### config.mk
export PLATFORM = sky130hd
export DESIGN_NAME = integer_clk_div_flat
export DESIGN_NICKNAME = d
export VERILOG_FILES = /design/src/rtl/integer_clk_div_if.sv /design/src/rtl/integer_clk_div.sv /design/src/flat_wrapper.sv
export SDC_FILE = /design/constraint.sdc
export NUM_CORES = 1
export LEC_CHECK = 0
export CORE_ASPECT_RATIO = 0.6
export CORE_UTILIZATION = 45
export CTS_CLUSTER_SIZE = 16
export DETAILED_ROUTE_END_ITERATION = 10
export HOLD_SLACK_MARGIN = 0.05
export PLACE_DENSITY = 0.64
export SLEW_MARGIN = 15
export SYNTH_ARGS = -nofsm -noshare
export SYNTH_HDL_FRONTEND = slang
export SYNTH_SLANG_ARGS = --single-unit
### constraint.sdc
create_clock -name i_ref_clk -period 4.55 [get_ports i_ref_clk]
set_input_delay 0.455 -clock i_ref_clk [delete_from_list [all_inputs] [get_ports i_ref_clk]]
set_output_delay 0.455 -clock i_ref_clk [all_outputs]
set_load 0.02 [all_outputs]
### src/rtl/integer_clk_div_if.sv
// Control and output bundle of integer_clk_div: enable and ratio in, divided clock and tick out.
// The reference clock and reset stay plain ports on the divider.
interface integer_clk_div_if #(
    parameter int unsigned RATIO_WD = 8
);
    logic                i_clk_en;
    logic [RATIO_WD-1:0] i_div_ratio;
    logic                o_div_clk;
    logic                o_div_tick;

    modport master (
        output i_clk_en,
        output i_div_ratio,
        input  o_div_clk,
        input  o_div_tick
    );

    modport slave (
        input  i_clk_en,
        input  i_div_ratio,
        output o_div_clk,
        output o_div_tick
    );
endinterface

### src/rtl/integer_clk_div.sv
// Integer clock divider: low phase ceil(N/2), high phase floor(N/2), runt-free ratio updates.
// Define CLK_DIV_ODD_EN for exact odd ratios; otherwise the ratio LSB is ignored.
module integer_clk_div #(
    parameter int unsigned RATIO_WD = 8
) (
    input  logic             i_ref_clk,
    input  logic             i_rst_n,
    integer_clk_div_if.slave bus
);

    localparam logic [RATIO_WD-1:0] ONE = RATIO_WD'(1);
    localparam logic [RATIO_WD-1:0] TWO = RATIO_WD'(2);

    function automatic logic [RATIO_WD-1:0] eff_ratio(input logic [RATIO_WD-1:0] n);
`ifdef CLK_DIV_ODD_EN
        return n;
`else
        return n & ~ONE;
`endif
    endfunction

    logic [RATIO_WD-1:0] r_ratio;
    logic [RATIO_WD-1:0] cnt;
    logic                div_q;
    logic                tick_q;

    logic [RATIO_WD-1:0] n_eff;
    logic [RATIO_WD-1:0] half_len;
    logic [RATIO_WD-1:0] low_len;
    logic [RATIO_WD-1:0] phase_len;
    logic                phase_end;
    logic                bypass;
    logic                new_ok;

    always_comb begin
        n_eff     = eff_ratio(r_ratio);
        half_len  = n_eff >> 1;
        low_len   = n_eff - half_len;
        phase_len = div_q ? half_len : low_len;
        phase_end = (cnt == phase_len - ONE);
        bypass    = !bus.i_clk_en || (r_ratio < TWO);
        new_ok    = (bus.i_div_ratio >= TWO);
    end

    always_ff @(posedge i_ref_clk or negedge i_rst_n) begin
        if (!i_rst_n) begin
            r_ratio <= '0;
            cnt     <= '0;
            div_q   <= 1'b0;
            tick_q  <= 1'b0;
        end else if (bypass) begin
            r_ratio <= bus.i_div_ratio;
            cnt     <= '0;
            div_q   <= 1'b0;
            tick_q  <= 1'b0;
        end else if (phase_end) begin
            cnt <= '0;
            if (div_q) begin
                div_q  <= 1'b0;
                tick_q <= 1'b0;
            end else begin
                // Ratio is only taken at the rising boundary; a ratio <2 drops straight to bypass.
                r_ratio <= bus.i_div_ratio;
                div_q   <= new_ok;
                tick_q  <= new_ok;
            end
        end else begin
            cnt    <= cnt + ONE;
            tick_q <= 1'b0;
        end
    end

    assign bus.o_div_clk  = bypass ? i_ref_clk : div_q;
    assign bus.o_div_tick = tick_q && !bypass;

endmodule

### src/flat_wrapper.sv
// flat-port wrapper written by rule: the top's interface ports become plain ports
module integer_clk_div_flat 
#(
    parameter int unsigned RATIO_WD = 8
)
  (i_ref_clk, i_rst_n, bus_i_clk_en, bus_i_div_ratio, bus_o_div_clk, bus_o_div_tick);
  integer_clk_div_if #(.RATIO_WD(RATIO_WD)) bus_i ();
  input  logic i_ref_clk;
  input  logic i_rst_n;
  input wire logic [$bits(bus_i.i_clk_en)-1:0] bus_i_clk_en;
  input wire logic [$bits(bus_i.i_div_ratio)-1:0] bus_i_div_ratio;
  output wire logic [$bits(bus_i.o_div_clk)-1:0] bus_o_div_clk;
  output wire logic [$bits(bus_i.o_div_tick)-1:0] bus_o_div_tick;
  assign bus_i.i_clk_en = bus_i_clk_en;
  assign bus_i.i_div_ratio = bus_i_div_ratio;
  assign bus_o_div_clk = bus_i.o_div_clk;
  assign bus_o_div_tick = bus_i.o_div_tick;
  integer_clk_div #(.RATIO_WD(RATIO_WD)) u_core (.i_ref_clk(i_ref_clk), .i_rst_n(i_rst_n), .bus(bus_i));
endmodule
==> metrics.cfg, run 1 <==
[yosys]
synthMuxAreaShare_pct = 7.94
seq_area_frac_synth_pct = 27.0
async_flop_share_pct = 100
yosys.area.top_type = dfrtp_1
synth-simple-area-share_pct = 21.0
synthesis.area_mm2 = 0.00158
synth_cell_types = 51
synth_edf_count = 0
yosys_warnings = 0
syn_nets = 192
synth_top_family_by_area = simple AND/OR/NAND/NOR gates
synth.area.top_cells = dfrtp_1 27%, ha_1 10%, mux2_2 5.0%
syn-mean-instance-area_um2 = 9.38
synth-compound-area-share_pct = 20.6
synth-adder-area-share_pct = 10.3
synthXorXnorAreaFrac_pct = 9.21
synth_top_area_share_pct = 27.0
synthCells = 168
synth_seq_cells = 17
synth_flop_cell = dfrtp_1

[layout]
multi_input_area_mm2 = 0.00109
layout_commonest_cell = dfrtp_1
syn_to_final_growth_pct = 14.9
final_cell_mix = 17 x dfrtp_1, 14 x nor2_1, 13 x ha_1
ff_latch_area_um2 = 425
fin_nets = 208
drive_above_1_share_pct = 13.1
diodes = 0
final.fill_count = 295

[detailed_routing]
first_pass_iters = 4
drc_errors = 0
num_vias = 1304
wl_um = 3560
ant_nets = 0
drtIter0Drc = 45
via_per_inst = 5.72
wl_per_cell_um = 15.6

[job]
max_cap_violations = 0

[setup_path]
worst-path-buf-inv = 3
critical_path_class = clock port to output pin
end_kind = output pin
crit_slowest_cell = clkdlybuf4s50_1
crit_path_max_incr_delay_ns = 0.54
crit_fanout = 2
reg2reg_to = u_core.r_ratio[1]
cp_top_family = buffers and inverters
rr_worst_depth = 11
required_ns = 4.09
crit_top_cell = clkbuf_8
path_cells = clkbuf_8 > clkbuf_8 > mux2_2 > clkdlybuf4s50_1
arrival_ns = 3.28
regToRegSetupSlack_ns = 0.89
timing.rr.start = u_core.r_ratio[1]
cp-start-kind = clock port

[placement]
port-buffer-count = 11
dp_hpwl_um = 2720
dp_slack_ns = 0.880
place_congestion = 0.922

[power_and_ir_drop]
p_seq_share_pct = 25.6
cellPowerDensity_mw_per_mm2 = 386
pwr-share-comb_pct = 44.8
p_sw_mw = 0.263
vdd_drop_max_v = 0.000256
p_leak_nw = 0.796
switching_share_pct = 37.6
clock_power_share_pct = 29.6
cellInternalPower_mw = 0.436

[floorplanning]
core_area_mm2 = 0.00330
dieWidth_um = 78.4
ios = 13
fp-row-count = 16
dieArea_mm2 = 0.00375
initial_core_util_pct = 47.7
die_y_um = 47.8

[status]
outcome = finished, final reports clean

[timing]
slew_headroom_pct = 43.7
fin_tns_setup_ns = 0
drv_slew = 0
tightest_slew_ns = 0.842
finClkSkew_ns = 0.00119
finalHoldViolCount = 0
rsz0062_at_grt = false
timing.final.ws_setup_ns = 0.810
finalSetupViolCount = 0

[grt]
first_global_vias = 1167
grt_first_pass_wirelength_um = 5660
antenna_found_initial = 0
grt_overflow = 0
globalRouteTotalUtil_pct = 21.1
grt_start_max_net_pins = 25

[cts]
worst_skew_pair.late_latency_ns = 0.36
holdBufCountCts = 0
cts_resized = 0
postCtsSetupBuffers = 0
clkTransAtPathRegs_ns = 0.07
cts_tree = yes

[min_path]
holdPathEnd = u_core.cnt[0]
hold_path_class = flop to flop
hold_start = u_core.cnt[0]
holdPathStages = 1

==> synth_stat cells (2+ instances only) <==
master,count
nand3_1,5
ha_1,13
xnor2_1,7
nand2_1,12
o211ai_1,2
and3_1,3
nor2_1,14
dfrtp_1,17
nor2b_1,5
o31ai_1,2
nand2b_1,3
a211oi_1,4
o311a_1,2
mux2_2,7
mux2i_1,2
inv_1,12
nor3_1,3
xor2_1,7
or4_1,2
a21o_1,2
a31oi_1,2
and2_1,2
a21oi_1,2
nor4b_2,2
buf_2,2
or3_1,3
o21a_1,2
o21ai_0,5
nor4_1,2
==> sequential cells by signal, summed over array words and instances, names as in the netlist <==
register / count
u_core.cnt: 8
u_core.tick_q: 1
u_core.div_q: 1
u_core.r_ratio: 7
==> layer usage <==
| metal | global-route usage (%) | vias up | share of wire [%] |
|---|---|---|---|
| met1 | 29.7 | 628 | 55 |
| met3 | 7.43 | 4 | 3.9 |
| met2 | 30.2 | 21 | 41 |
| li1 | - | 651 | - |
| met4 | 7.04 | 0 | 0.42 |
| met5 | 0 | - | 0 |
==> stage by stage <==
stage          hold WS [ns]  instance area (µm²)  cells  utilization (%)  power (mW)
3_3_place_gp          0.526                 1730    221             52.2       0.502
5_1_grt               0.569                 1810    228             54.8       0.756
4_1_cts               0.558                 1810    228             54.8       0.707
3_5_place_dp          0.542                 1730    221             52.2       0.513
6_report              0.549                 1810    228             54.8       0.700
2_1_floorplan         0.159                 1580    168                -       0.441
==> power by group through the flow <==
| stage | combinational [mW] | sequential [mW] | clock, mW |
|---|---|---|---|
| 2_1_floorplan | 0.253 | 0.175 | 0.0125 |
| 3_3_place_gp | 0.298 | 0.182 | 0.0218 |
| 3_5_place_dp | 0.308 | 0.182 | 0.0218 |
| 4_1_cts | 0.312 | 0.179 | 0.216 |
| 5_1_grt | 0.346 | 0.182 | 0.228 |
| 6_report | 0.313 | 0.179 | 0.207 |
==> how the worst max path moves through the flow <==
stage | from | end | slack, ns | depth (start not counted)
floorplan | u_core.r_ratio[1] | u_core.r_ratio[1] | 1.38 | 12
detailed placement | u_core.r_ratio[1] | u_core.r_ratio[1] | 0.88 | 11
CTS | i_ref_clk | bus_o_div_clk | 0.79 | 4
global placement | u_core.r_ratio[1] | u_core.r_ratio[5] | 1.00 | 11
finish | i_ref_clk | bus_o_div_clk | 0.81 | 4
global route | u_core.r_ratio[1] | u_core.r_ratio[1] | 0.68 | 11
==> kinds of logic after synthesis <==
family	count (synthesis)
AO/OA/AOI/OAI	37
XOR/XNOR	15
adder cells (fa/ha/maj)	13
buffers and inverters	15
flip-flops	17
multiplexers	11
AND/OR/NAND/NOR	60
==> final cells by class <==
type | count | share of cell area [%]
Multi-Input combinational cell | 136 | 60.1
Sequential cell | 17 | 23.5
Timing Repair Buffer | 10 | 5.52
Clock buffer | 8 | 5.32
Tap cell | 45 | 3.11
Inverter | 12 | 2.49
(Power assumes the default switching activity.)
==> inputs of run 2 (changes only) <==
clock period = 3.56 ns   (was 4.55 ns; I/O delays follow)
==> run 2 against run 1 <==
  * Final cell count rose by 2.6%
  * Clock power rose by 28%
  * Core utilization rose by 3.0 points
  * Critical path depth rose by 7
  * Non-clock buffer count rose by 6
  * Hold slack got worse by 0.063 ns
  * First-iteration DRC count rose by 60%
  * Via count rose by 3.7%
  * Sequential share of layout area fell by 1.2 points
  * Critical path type is now flop to flop
  * Register-to-register slack got worse by 0.74 ns
  * Global-route usage rose by 1.4 points
  * Sequential power rose by 26%
==> metrics.cfg, run 2 (synthesized netlist as in run 1, its figures left out) <==
[detailed_routing]
wl_um = 3920
num_vias = 1352
via_per_inst = 5.78
drc_errors = 0
first_pass_iters = 4
ant_nets = 0
wl_per_cell_um = 16.8
drtIter0Drc = 72

[power_and_ir_drop]
clock_power_share_pct = 28.0
cellInternalPower_mw = 0.582
vdd_drop_max_v = 0.000290
p_seq_share_pct = 23.8
switching_share_pct = 38.5
cellPowerDensity_mw_per_mm2 = 495
p_sw_mw = 0.365
pwr-share-comb_pct = 48.2
p_leak_nw = 0.830
total_power_mw = 0.946

[floorplanning]
dieArea_mm2 = 0.00375
core_area_mm2 = 0.00330
dieWidth_um = 78.4
die_y_um = 47.8
ios = 13
initial_core_util_pct = 47.7
fp-row-count = 16

[min_path]
hold_path_class = primary input to async pin

[timing]
finalHoldViolCount = 0
fmax_ghz = 0.293
slew_headroom_pct = 42.0
hold_slack_ns = 0.486
period_needed_ns = 3.41
finalSetupViolCount = 0
fin_crit_sh_pct = 95.9
finClkSkew_ns = 0.00696
fin_tns_setup_ns = 0
tightest_slew_ns = 0.868
drv_slew = 0

[grt]
grtUsageMet2_pct = 32.6
grt_util_met1_pct = 31.5
globalRouteTotalUtil_pct = 22.5
grt_overflow = 0
grt_busiest_layer = met2
first_global_vias = 1288
grt_start_max_net_pins = 19
grt_first_pass_wirelength_um = 6070
antenna_found_initial = 0
grt_use_met3_pct = 6.10

[setup_path]
timing.rr.start = u_core.r_ratio[2]
required_ns = 3.81
critical_path_class = flop to flop
cp-start-kind = flop
startpoint = u_core.r_ratio[2]
cp_top_family = simple AND/OR/NAND/NOR gates
crit_path_max_incr_delay_ns = 0.41
crit_slowest_cell = o311a_1
arrival_ns = 3.66
end_kind = flop
worst-path-buf-inv = 1
crit_fanout = 7
path_cells = inv_1 > ha_4 > nor2_1 > o311a_1 > mux2_4 > or3_1 > o211ai_1 > nor4b_4 > nand4_2 > o21ai_4 > mux2_2

[cts]
clkTransAtPathRegs_ns = 0.08
cts_tree = yes
holdBufCountCts = 0
worst_skew_pair.late_latency_ns = 0.36

[job]
max_cap_violations = 0

[layout]
diodes = 0
fin_util_pct = 57.8
top_register = u_core.cnt
largest_reg_flops = 8
layout_commonest_cell = dfrtp_1
reg_top3 = u_core.cnt: 8 flops, u_core.r_ratio: 7 flops
final_cell_mix = 17 x dfrtp_1, 14 x nor2_1, 12 x inv_1, 12 x nand2_1, 12 x ha_1
fin_nets = 214
drive_above_1_share_pct = 19.0
syn_to_final_growth_pct = 21.2

[status]
outcome = finished, final reports clean

[placement]
place_congestion = 0.902
dp_hpwl_um = 2880
port-buffer-count = 11

[run 2: power groups by stage]
stage / logic (mW) / clock network (mW) / registers [mW]
finish: 0.456 / 0.265 / 0.226
detailed placement: 0.407 / 0.0278 / 0.229
CTS: 0.412 / 0.272 / 0.225
global route: 0.496 / 0.287 / 0.229
global placement: 0.390 / 0.0278 / 0.229
floorplan: 0.324 / 0.0159 / 0.224
[run 2: path summary, 6_finish.rpt]
check	to	slack [ns]	cells after the start
worst max-delay path	u_core.r_ratio[2]	0.15	11
min in group i_ref_clk	u_core.cnt[0]	0.54	1
worst max register to register	u_core.r_ratio[2]	0.15	11
max in group asynchronous	u_core.cnt[1]	2.54	1
worst min-delay path	u_core.cnt[5]	0.49	1
worst min register to register	u_core.cnt[0]	0.54	1
[run 2: through the flow]
step	instance area, µm²	instances	worst slack (ns)
2_1_floorplan	1580	168	0.391
3_3_place_gp	1760	226	0.195
3_5_place_dp	1760	226	0.122
4_1_cts	1850	233	0.106
5_1_grt	1910	234	-0.0279
6_report	1910	234	0.147
[run 2: area by class of cell]
class,count,area [µm²]
Clock buffer,7,92.6
Clock inverter,1,5.00
Fill cell,290,1390
Inverter,12,45.0
Multi-Input combinational cell,136,1140
Sequential cell,17,425
Tap cell,45,56.3
Timing Repair Buffer,16,145
[run 2: repair_timing]
item                       CTS  global route
setup endpoints to repair    0             9
gates resized for setup      0             7
buffers inserted             0             1
[run 2: layer usage]
metal  routed length, µm  vias up
met4                  38        0
met2                1700       37
li1                    -      663
met1                1990      646
met3                 192        6
met5                   0        -
[run 2: worst register-to-register path, delay by kind of cell, from the launching register on]
kind            cells  cell delay, ns
simple gates        4            0.91
fa+ha+maj           1            0.31
buf+inv             1            0.13
flops               1            0.39
compound gates      3            0.87
mux                 2            0.70
==> inputs of run 3 (changes only) <==
CTS_CLUSTER_DIAMETER = 30   (was unset)
==> results of run 3 <==
No change in the layout: final DEF, timing and power equal those of run 2.
